<file path="config.mk">
export PLATFORM = sky130hd
export DESIGN_NAME = i2c_reg_seq
export DESIGN_NICKNAME = d
export VERILOG_FILES = /design/src/rtl/i2c_reg_seq.sv
export SDC_FILE = /design/constraint.sdc
export NUM_CORES = 1
export LEC_CHECK = 0
export BUFFER_PORTS_ARGS = -buffer_cell sky130_fd_sc_hd__buf_2
export CAP_MARGIN = 20
export CELL_PAD_IN_SITES_DETAIL_PLACEMENT = 1
export CELL_PAD_IN_SITES_GLOBAL_PLACEMENT = 1
export CORE_ASPECT_RATIO = 0.8
export CORE_UTILIZATION = 41
export DETAILED_ROUTE_END_ITERATION = 10
export PLACE_DENSITY_LB_ADDON = 0.2
export SETUP_SLACK_MARGIN = 0.2
export SYNTH_ARGS = -nofsm -noshare
export SYNTH_HDL_FRONTEND = slang
export SYNTH_SLANG_ARGS = --single-unit
</file>
<file path="constraint.sdc">
create_clock -name clk -period 2.9 [get_ports clk]
set_input_delay 0.87 -clock clk [delete_from_list [all_inputs] [get_ports clk]]
set_output_delay 0.87 -clock clk [all_outputs]
set_load 0.005 [all_outputs]
</file>
<file path="src/rtl/i2c_reg_seq.sv">
// i2c_reg_seq: turns one register-level request (device, register, N bytes,
// read or write) into the cmd/dat/ws step sequence driven into i2c_master,
// streaming write bytes in and read bytes out, and aborting cleanly with
// CLRS + STOP when the master reports an error.
//
// state     | meaning
// ----------+---------------------------------------------------------------
// IDLE      | req_ready high, waiting for a request
// ISSUE     | drive m_cmd/m_dat and pulse m_ws (write data waits on wr_valid)
// WAIT_ACC  | wait for the master to go busy or flag an error
// WAIT_DONE | wait for the master to drop busy
// CHECK     | inspect status, deliver read byte, advance to the next step
// CLR       | pulse C_CLRS, then wait for the error flag to drop
// ABORT     | pulse C_STOP, wait for it to complete, ignoring errors
// FIN       | done strobe (err qualifies it), then back to IDLE

module i2c_reg_seq #(
   parameter int LEN_W = 4,
   parameter int C_SZ  = 6,
   parameter int S_SZ  = 2
) (
   input  logic                 clk,
   input  logic                 aresetn,
   input  logic                 req_valid,
   output logic                 req_ready,
   input  logic                 req_rd,
   input  logic [6:0]           req_dev,
   input  logic [7:0]           req_reg,
   input  logic [LEN_W-1:0]     req_len,
   input  logic [7:0]           wr_data,
   input  logic                 wr_valid,
   output logic                 wr_ready,
   output logic [7:0]           rd_data,
   output logic                 rd_valid,
   output logic                 done,
   output logic                 err,
   output logic [LEN_W+1:0]     err_step,
   output logic [C_SZ-1:0]      m_cmd,
   output logic [7:0]           m_dat,
   output logic                 m_ws,
   input  logic [S_SZ-1:0]      m_stat,
   input  logic [7:0]           m_dat_in
);

   localparam int STEP_W = LEN_W + 2;

   // Master command bits (one-hot flags, OR-able)
   localparam logic [C_SZ-1:0] C_STRT = C_SZ'(1);
   localparam logic [C_SZ-1:0] C_STOP = C_SZ'(2);
   localparam logic [C_SZ-1:0] C_READ = C_SZ'(4);
   localparam logic [C_SZ-1:0] C_WRTE = C_SZ'(8);
   localparam logic [C_SZ-1:0] C_NACK = C_SZ'(16);
   localparam logic [C_SZ-1:0] C_CLRS = C_SZ'(32);

   // Master status bit positions
   localparam int SB_BSY = 0;
   localparam int SB_ERR = 1;

   typedef enum logic [2:0] {
      ST_IDLE, ST_ISSUE, ST_WAIT_ACC, ST_WAIT_DONE,
      ST_CHECK, ST_CLR, ST_ABORT, ST_FIN
   } state_t;

   state_t              state_q, state_d;
   logic [STEP_W-1:0]   step_q, step_d;
   logic                rd_q, rd_d;
   logic [6:0]          dev_q, dev_d;
   logic [7:0]          reg_q, reg_d;
   logic [LEN_W-1:0]    len_q, len_d;
   logic [1:0]          phase_q, phase_d;
   logic                req_ready_q, req_ready_d;
   logic                wr_ready_q, wr_ready_d;
   logic [7:0]          rd_data_q, rd_data_d;
   logic                rd_valid_q, rd_valid_d;
   logic                done_q, done_d;
   logic                err_q, err_d;
   logic [STEP_W-1:0]   err_step_q, err_step_d;
   logic [C_SZ-1:0]     m_cmd_q, m_cmd_d;
   logic [7:0]          m_dat_q, m_dat_d;
   logic                m_ws_q, m_ws_d;

   logic [STEP_W-1:0]   last_step;
   logic                is_wr_data;
   logic                is_rd_data;
   logic                is_last;
   logic [C_SZ-1:0]     step_cmd;
   logic [7:0]          step_dat;
   logic                st_bsy;
   logic                st_err;

   assign st_bsy = m_stat[SB_BSY];
   assign st_err = m_stat[SB_ERR];

   // Decode the command/data for the current step from the latched request
   always_comb begin
      last_step  = STEP_W'(len_q) + (rd_q ? STEP_W'(3) : STEP_W'(2));
      is_wr_data = !rd_q && (step_q >= STEP_W'(2));
      is_rd_data = rd_q && (step_q >= STEP_W'(3));
      is_last    = (step_q == last_step);
      step_cmd   = C_WRTE;
      step_dat   = 8'h00;
      if (step_q == STEP_W'(0)) begin
         step_cmd = C_STRT | C_WRTE;
         step_dat = {dev_q, 1'b0};
      end else if (step_q == STEP_W'(1)) begin
         step_cmd = C_WRTE;
         step_dat = reg_q;
      end else if (rd_q && step_q == STEP_W'(2)) begin
         step_cmd = C_STRT | C_WRTE;
         step_dat = {dev_q, 1'b1};
      end else if (rd_q) begin
         step_cmd = is_last ? (C_READ | C_NACK | C_STOP) : C_READ;
      end else begin
         step_cmd = is_last ? (C_WRTE | C_STOP) : C_WRTE;
         step_dat = wr_data;
      end
   end

   // Next-state and next-output logic; strobes default low every cycle
   always_comb begin
      state_d    = state_q;
      step_d     = step_q;
      rd_d       = rd_q;
      dev_d      = dev_q;
      reg_d      = reg_q;
      len_d      = len_q;
      phase_d    = phase_q;
      rd_data_d  = rd_data_q;
      err_step_d = err_step_q;
      m_cmd_d    = m_cmd_q;
      m_dat_d    = m_dat_q;
      wr_ready_d = 1'b0;
      rd_valid_d = 1'b0;
      done_d     = 1'b0;
      err_d      = 1'b0;
      m_ws_d     = 1'b0;

      case (state_q)
         ST_IDLE: begin
            if (req_valid) begin
               rd_d    = req_rd;
               dev_d   = req_dev;
               reg_d   = req_reg;
               len_d   = req_len;
               step_d  = '0;
               state_d = ST_ISSUE;
            end
         end
         ST_ISSUE: begin
            if (!is_wr_data || wr_valid) begin
               m_cmd_d    = step_cmd;
               m_dat_d    = step_dat;
               m_ws_d     = 1'b1;
               wr_ready_d = is_wr_data;
               state_d    = ST_WAIT_ACC;
            end
         end
         ST_WAIT_ACC: begin
            if (st_err) begin
               err_step_d = step_q;
               phase_d    = 2'd0;
               state_d    = ST_CLR;
            end else if (st_bsy) begin
               state_d = ST_WAIT_DONE;
            end
         end
         ST_WAIT_DONE: begin
            if (!st_bsy) state_d = ST_CHECK;
         end
         ST_CHECK: begin
            if (st_err) begin
               err_step_d = step_q;
               phase_d    = 2'd0;
               state_d    = ST_CLR;
            end else begin
               if (is_rd_data) begin
                  rd_data_d  = m_dat_in;
                  rd_valid_d = 1'b1;
               end
               if (is_last) begin
                  done_d  = 1'b1;
                  state_d = ST_FIN;
               end else begin
                  step_d  = step_q + STEP_W'(1);
                  state_d = ST_ISSUE;
               end
            end
         end
         ST_CLR: begin
            if (phase_q == 2'd0) begin
               m_cmd_d = C_CLRS;
               m_ws_d  = 1'b1;
               phase_d = 2'd1;
            end else if (!st_err) begin
               phase_d = 2'd0;
               state_d = ST_ABORT;
            end
         end
         ST_ABORT: begin
            // Errors raised by the STOP itself are deliberately not acted on
            if (phase_q == 2'd0) begin
               m_cmd_d = C_STOP;
               m_ws_d  = 1'b1;
               phase_d = 2'd1;
            end else if (phase_q == 2'd1) begin
               if (st_bsy || st_err) phase_d = 2'd2;
            end else if (!st_bsy) begin
               phase_d = 2'd0;
               done_d  = 1'b1;
               err_d   = 1'b1;
               state_d = ST_FIN;
            end
         end
         ST_FIN: begin
            state_d = ST_IDLE;
         end
         default: begin
            state_d = ST_IDLE;
         end
      endcase

      req_ready_d = (state_d == ST_IDLE);
   end

   // State and registered outputs
   always_ff @(posedge clk or negedge aresetn) begin
      if (!aresetn) begin
         state_q     <= ST_IDLE;
         step_q      <= '0;
         rd_q        <= 1'b0;
         dev_q       <= '0;
         reg_q       <= '0;
         len_q       <= '0;
         phase_q     <= '0;
         req_ready_q <= 1'b1;
         wr_ready_q  <= 1'b0;
         rd_data_q   <= '0;
         rd_valid_q  <= 1'b0;
         done_q      <= 1'b0;
         err_q       <= 1'b0;
         err_step_q  <= '0;
         m_cmd_q     <= '0;
         m_dat_q     <= '0;
         m_ws_q      <= 1'b0;
      end else begin
         state_q     <= state_d;
         step_q      <= step_d;
         rd_q        <= rd_d;
         dev_q       <= dev_d;
         reg_q       <= reg_d;
         len_q       <= len_d;
         phase_q     <= phase_d;
         req_ready_q <= req_ready_d;
         wr_ready_q  <= wr_ready_d;
         rd_data_q   <= rd_data_d;
         rd_valid_q  <= rd_valid_d;
         done_q      <= done_d;
         err_q       <= err_d;
         err_step_q  <= err_step_d;
         m_cmd_q     <= m_cmd_d;
         m_dat_q     <= m_dat_d;
         m_ws_q      <= m_ws_d;
      end
   end

   assign req_ready = req_ready_q;
   assign wr_ready  = wr_ready_q;
   assign rd_data   = rd_data_q;
   assign rd_valid  = rd_valid_q;
   assign done      = done_q;
   assign err       = err_q;
   assign err_step  = err_step_q;
   assign m_cmd     = m_cmd_q;
   assign m_dat     = m_dat_q;
   assign m_ws      = m_ws_q;

endmodule

</file>
Word level (Yosys, flattened, before mapping)
Index checks and enable logic that the tools add are counted.
{ "word_totals": {"regBits": 65, "inputBits": 42, "word_cells": 121} }
{ "op_classes": {"addsub": 2, "n_lt_le_gt_ge": 2, "n_eq_ne": 21, "mux": 55, "bitwise": 1, "reduce_logical": 23} }
{ "ops": {"columns": ["cell", "count"], "rows": [
  ["$mux W6", 7],
  ["$mux W3", 12],
  ["$mux W8", 4],
  ["$pmux W3 S8", 1],
  ["$mux W5", 4],
  ["$pmux W6 S3", 1],
  ["$mux W2", 8],
  ["$mux W1", 14],
  ["$eq A3 B3 Y1 const B", 4],
  ["$ge A6 B2 Y1 const B", 2],
  ["$ne A2 B2 Y1 const B", 6],
  ["$pmux W6 S2", 1],
  ["$ne A4 B4 Y1 const B", 2],
  ["$reduce_and A4 Y1", 2],
  ["$add A6 B1 Y6 const B", 1],
  ["$eq A3 B2 Y1 const B", 2],
  ["$eq A6 B1 Y1 const B", 1],
  ["$eq A6 B2 Y1 const B", 1],
  ["$eq A6 B5 Y1", 1],
  ["$logic_not A3 Y1", 2],
  ["$logic_not A6 Y1", 1],
  ["$pmux W2 S3", 1],
  ["$reduce_and A2 Y1", 3],
  ["$reduce_bool A3 Y1", 2],
  ["15 further kinds", 21]
]} }

Depth between registers and ports, before layout
{ "depth": {"word_depth": 10, "depth_mapped": 10} }

Least setup slack after synthesis
Ideal clock, no wire load.
{ "synth_timing": {"path_kind": "input to register", "startpoint": "input port req_valid", "endpoint": "register len_q[0]", "setup_ps": 125, "t_arrival_ps": 2119, "required_ps": 2775, "slack_ps": 656, "path_stages": 3, "cell_sequence": "nor4b_2 > clkbuf_1 > mux2_2"} }
{ "synth_via": {"elab_chain_len": 1} }
{ "synth_rtl": {"columns": ["item", "line_no", "source"], "rows": [
  ["start, declared", "24", "input logic req_valid,"],
  ["$reduce_and A2 Y1 (no source line)", null, null],
  ["end signal, assigned", "251", "len_q <= len_d;"],
  ["end, declared", "69", "logic [LEN_W-1:0] len_q, len_d;"]
]} }
No other way between the ends.
A chain may end at the register's enable or synchronous reset.

Worst setup path after layout
{ "layout_timing": {"startpoint": "register step_q[3]", "endpoint": "register m_cmd_q[5] (netlist: m_cmd[5])"} }
{ "layout_via": {"elab_chain_len": 6} }
{ "layout_rtl": {"columns": ["item", "line_no", "source"], "rows": [
  ["start, declared", "65", "logic [STEP_W-1:0] step_q, step_d;"],
  ["start signal, assigned", "247", "step_q <= step_d;"],
  ["$ge A6 B2 Y1", "97", "is_wr_data = !rd_q && (step_q >= STEP_W'(2));"],
  ["$logic_and A1 B1 Y1", "97", null],
  ["$logic_not A1 Y1", "150", "if (!is_wr_data || wr_valid) begin"],
  ["$logic_or A1 B1 Y1", "150", null],
  ["$ne A2 B2 Y1 (no source line)", null, null],
  ["$reduce_and A4 Y1 (no source line)", null, null],
  ["end signal, assigned", "260", "m_cmd_q <= m_cmd_d;"],
  ["end, declared", "78", "logic [C_SZ-1:0] m_cmd_q, m_cmd_d;"]
]} }
No other way between the ends.

==> impl_results.md <==
- Vias per cell: approximately 5.2
- Post-route DRC: 0
- Synth top area share: 50.2%
- Simple-Gate Fraction of Synth Area: 16.6%
- Gr usage total: 21.3%
- Crit Path Max Fanout: 20
- Largest net degree at the start of global routing: 29
- Maximum clock insertion buffer count: 2
- Port Buffers: 75
- Initial antenna violation count: 0
- Achievable Freq: 399 MHz
- Post-DP HPWL: 5770 um
- Area leader, netlist: dfrtp_1
- CTS tree: done
- Final setup violation count: 0
- Met2 wire length: 3660 um
- Synthesized instance count: between 300 and 400
- Placement Rows: 28
- Post-synthesis compound-gate area fraction: 17.2%
- CTS buffer count: 9
- Peak VDD IR: ~0.0005 V
- Syn_area_per_cell: 10.1 um2
- Chip Height: 80.9 um
- Max-cap violations: 0
- Path depth of the worst reg2reg path: 5
- Slew headroom: between 50% and 60%
- Final Slew Violations: 0
- Insertion delay to the later sink of the worst-skew pair: 0.35 ns
- Ant diodes: 0
- Placed Instances: 487
- Tmin final: approximately 2.5 ns
- Sink Count: 65
- Flop and latch count out of synthesis: 65
- Setup TNS Final: 0 ns
- LEAKAGE: roughly 0.0019 uW
- Crit path required time: 3.14 ns
- Most frequent cells in the layout: 75 x buf_2, 64 x dfrtp_1, 51 x nand2_1
- Drt wl/cell: 15.7 um
- Synth area leaders: dfrtp_1 50%, mux2_2 7.4%, nand2_1 6.0%, o21ai_0 3.5%, nor2_1 2.5%
- Startpoint Class: flop
- Grt ovf: 0
- Post-synthesis adder-cell area fraction: approximately 2.4%
- CP arrival: approximately 2.8 ns
- DRT antenna net count: 0
- Clock slew at reported path FFs: approximately 0.080 ns
- Vias: 2624
- Largest family of logic cells by synthesized area: compound AO/OA/AOI/OAI gates
- Worst setup path start: step_q[3]
- Post-synthesis sequential area ratio: 51.1%
- Final hold vios: 0
- Commonest non-fill, non-tap cell in the layout: buf_2
- Synthesized cell area: 3190 um2
- Asr flop ratio synth: 100%
- Worst-margin pin slew: roughly 0.66 ns
- Synth-to-layout area growth: 22.6%
- Top layer in use: met4
- Vias in the first global route: approximately 2.6k
- DR pass1 iterations: 4
- Clock skew: 0.00701 ns
- I/O pins: 76
- RR Startpoint: step_q[3]
- Worst min path class: in -> async
- Layout Nets: 441
- Share of cells above drive strength 1: approximately a third
- Clk root buf: clkbuf_8
- Initial core utilization: between 40 and 50%
- RePlAce Congestion: 0.786
- EDFF count, synth: 0
- Post-synthesis net count: 365
- Final WL: 7900 um
- Die width: 101 um
- Initial drt markers: 98
- CTS HTree Levels: 3
- Post-synthesis mux area share: approximately 7.4%
- Post-CTS sizing: 0
- Postcts setup bufs: 0
- Post-Synth XOR/XNOR Area: under 10%
- PD cells: 1060 nW/um2
- Die ar.: 8130 um2
- Cts hold-fix bufs: 0
- Ys Warns: 0
- Prevailing post-synth register cell: dfrtp_1
- Routed wl met3: 325 um
- Setup crit end kind: flop
- Wl on met1: 3830 um
- First-pass GRT wire length: ~13000 um
- Crit Path Category: reg -> reg
- Status: finished, final reports clean
- CORE AREA: 7460 um2
- Tcrit/Tclk final: between 80% and 90%
- RSZ-0062 raised after global routing: false
- Layout Cells excl Fill: 503
- Number of distinct library cells after synthesis: 54
==> layout make-up <==
| cell class | instances | area, um2 |
|---|---|---|
| Tap cell | 105 | 131 |
| Timing Repair Buffer | 81 | 420 |
| Sequential cell | 65 | 1630 |
| Clock buffer | 9 | 124 |
| Inverter | 10 | 37.5 |
| Multi-Input combinational cell | 226 | 1450 |
| Fill cell | 870 | 3550 |
| Clock inverter | 7 | 119 |
==> per-stage QoR <==
step	setup WS [ns]	power (uW)	util [%]	hold WS (ns)	area [um2]
6_report	0.392	4160	52.4	0.443	3910
5_1_grt	0.280	4480	52.4	0.457	3910
4_1_cts	0.372	4200	52.4	0.441	3910
3_5_place_dp	0.380	3230	49.1	0.460	3670
3_3_place_gp	0.445	3160	49.1	0.456	3670
2_1_floorplan	0.656	2710	-	0.470	3190
==> Yosys cell counts (3+ instances only) <==
master,instances
clkbuf_1,10
o21ai_0,22
nand4_1,3
o22a_1,6
dfrtp_1,64
a21oi_1,10
nor2b_1,8
o21ai_1,10
a22oi_1,7
buf_6,3
o211ai_1,3
xor2_1,5
nand2b_1,3
ha_1,6
nand2_1,51
mux2_2,21
nor2_1,21
nor3_1,4
inv_1,7
or3_1,4
and2_1,3
a31oi_1,7
==> path summary, 6_finish.rpt <==
path / end / slack, ns
setup / recovery: m_cmd[5] / 0.39
hold reg to reg: rd_data[4] / 0.47
setup reg to reg: m_cmd[5] / 0.39
hold / removal: err / 0.44
min in group clk: rd_data[4] / 0.47
max in group asynchronous: rd_q / 1.78
==> flip-flops by register name (all words and copies together), names as in the netlist, 3 cells and up <==
register,count
m_dat,8
rd_data,8
reg_q,8
dev_q,7
err_step,6
m_cmd,6
step_q,6
len_q,4
state_q,3
==> power by group <==
group | leakage [uW] | switching (uW) | total (uW) | internal, uW
registers | 0.000834 | 308 | 1560 | 1250
logic | 0.000975 | 909 | 1660 | 755
clock network | 0.000115 | 367 | 938 | 570
==> worst max-delay path, stage by stage, from the launching register on <==
cell     delay (ns)
dfrtp_1        0.48
or4_4          0.63
or3_4          0.36
a21bo_1        0.43
and2_4         0.28
a22o_1         0.22
==> logic make-up (layout without fill, tap and decap cells) <==
logic type               count (synthesis)  in the layout
AO/OA/AOI/OAI                           84             84
XOR/XNOR                                 5              5
adder cells (fa/ha/maj)                  6              6
buffers and inverters                   26            107
flip-flops                              65             65
multiplexers                            21             21
AND/OR/NAND/NOR                        110            110
==> per-layer routing <==
layer	vias to the layer above	track usage (%)
li1	1273	-
met1	1286	28.7
met2	57	33.6
met3	8	6.11
met4	0	6.23
met5	-	0
(Power assumes the default switching activity.)
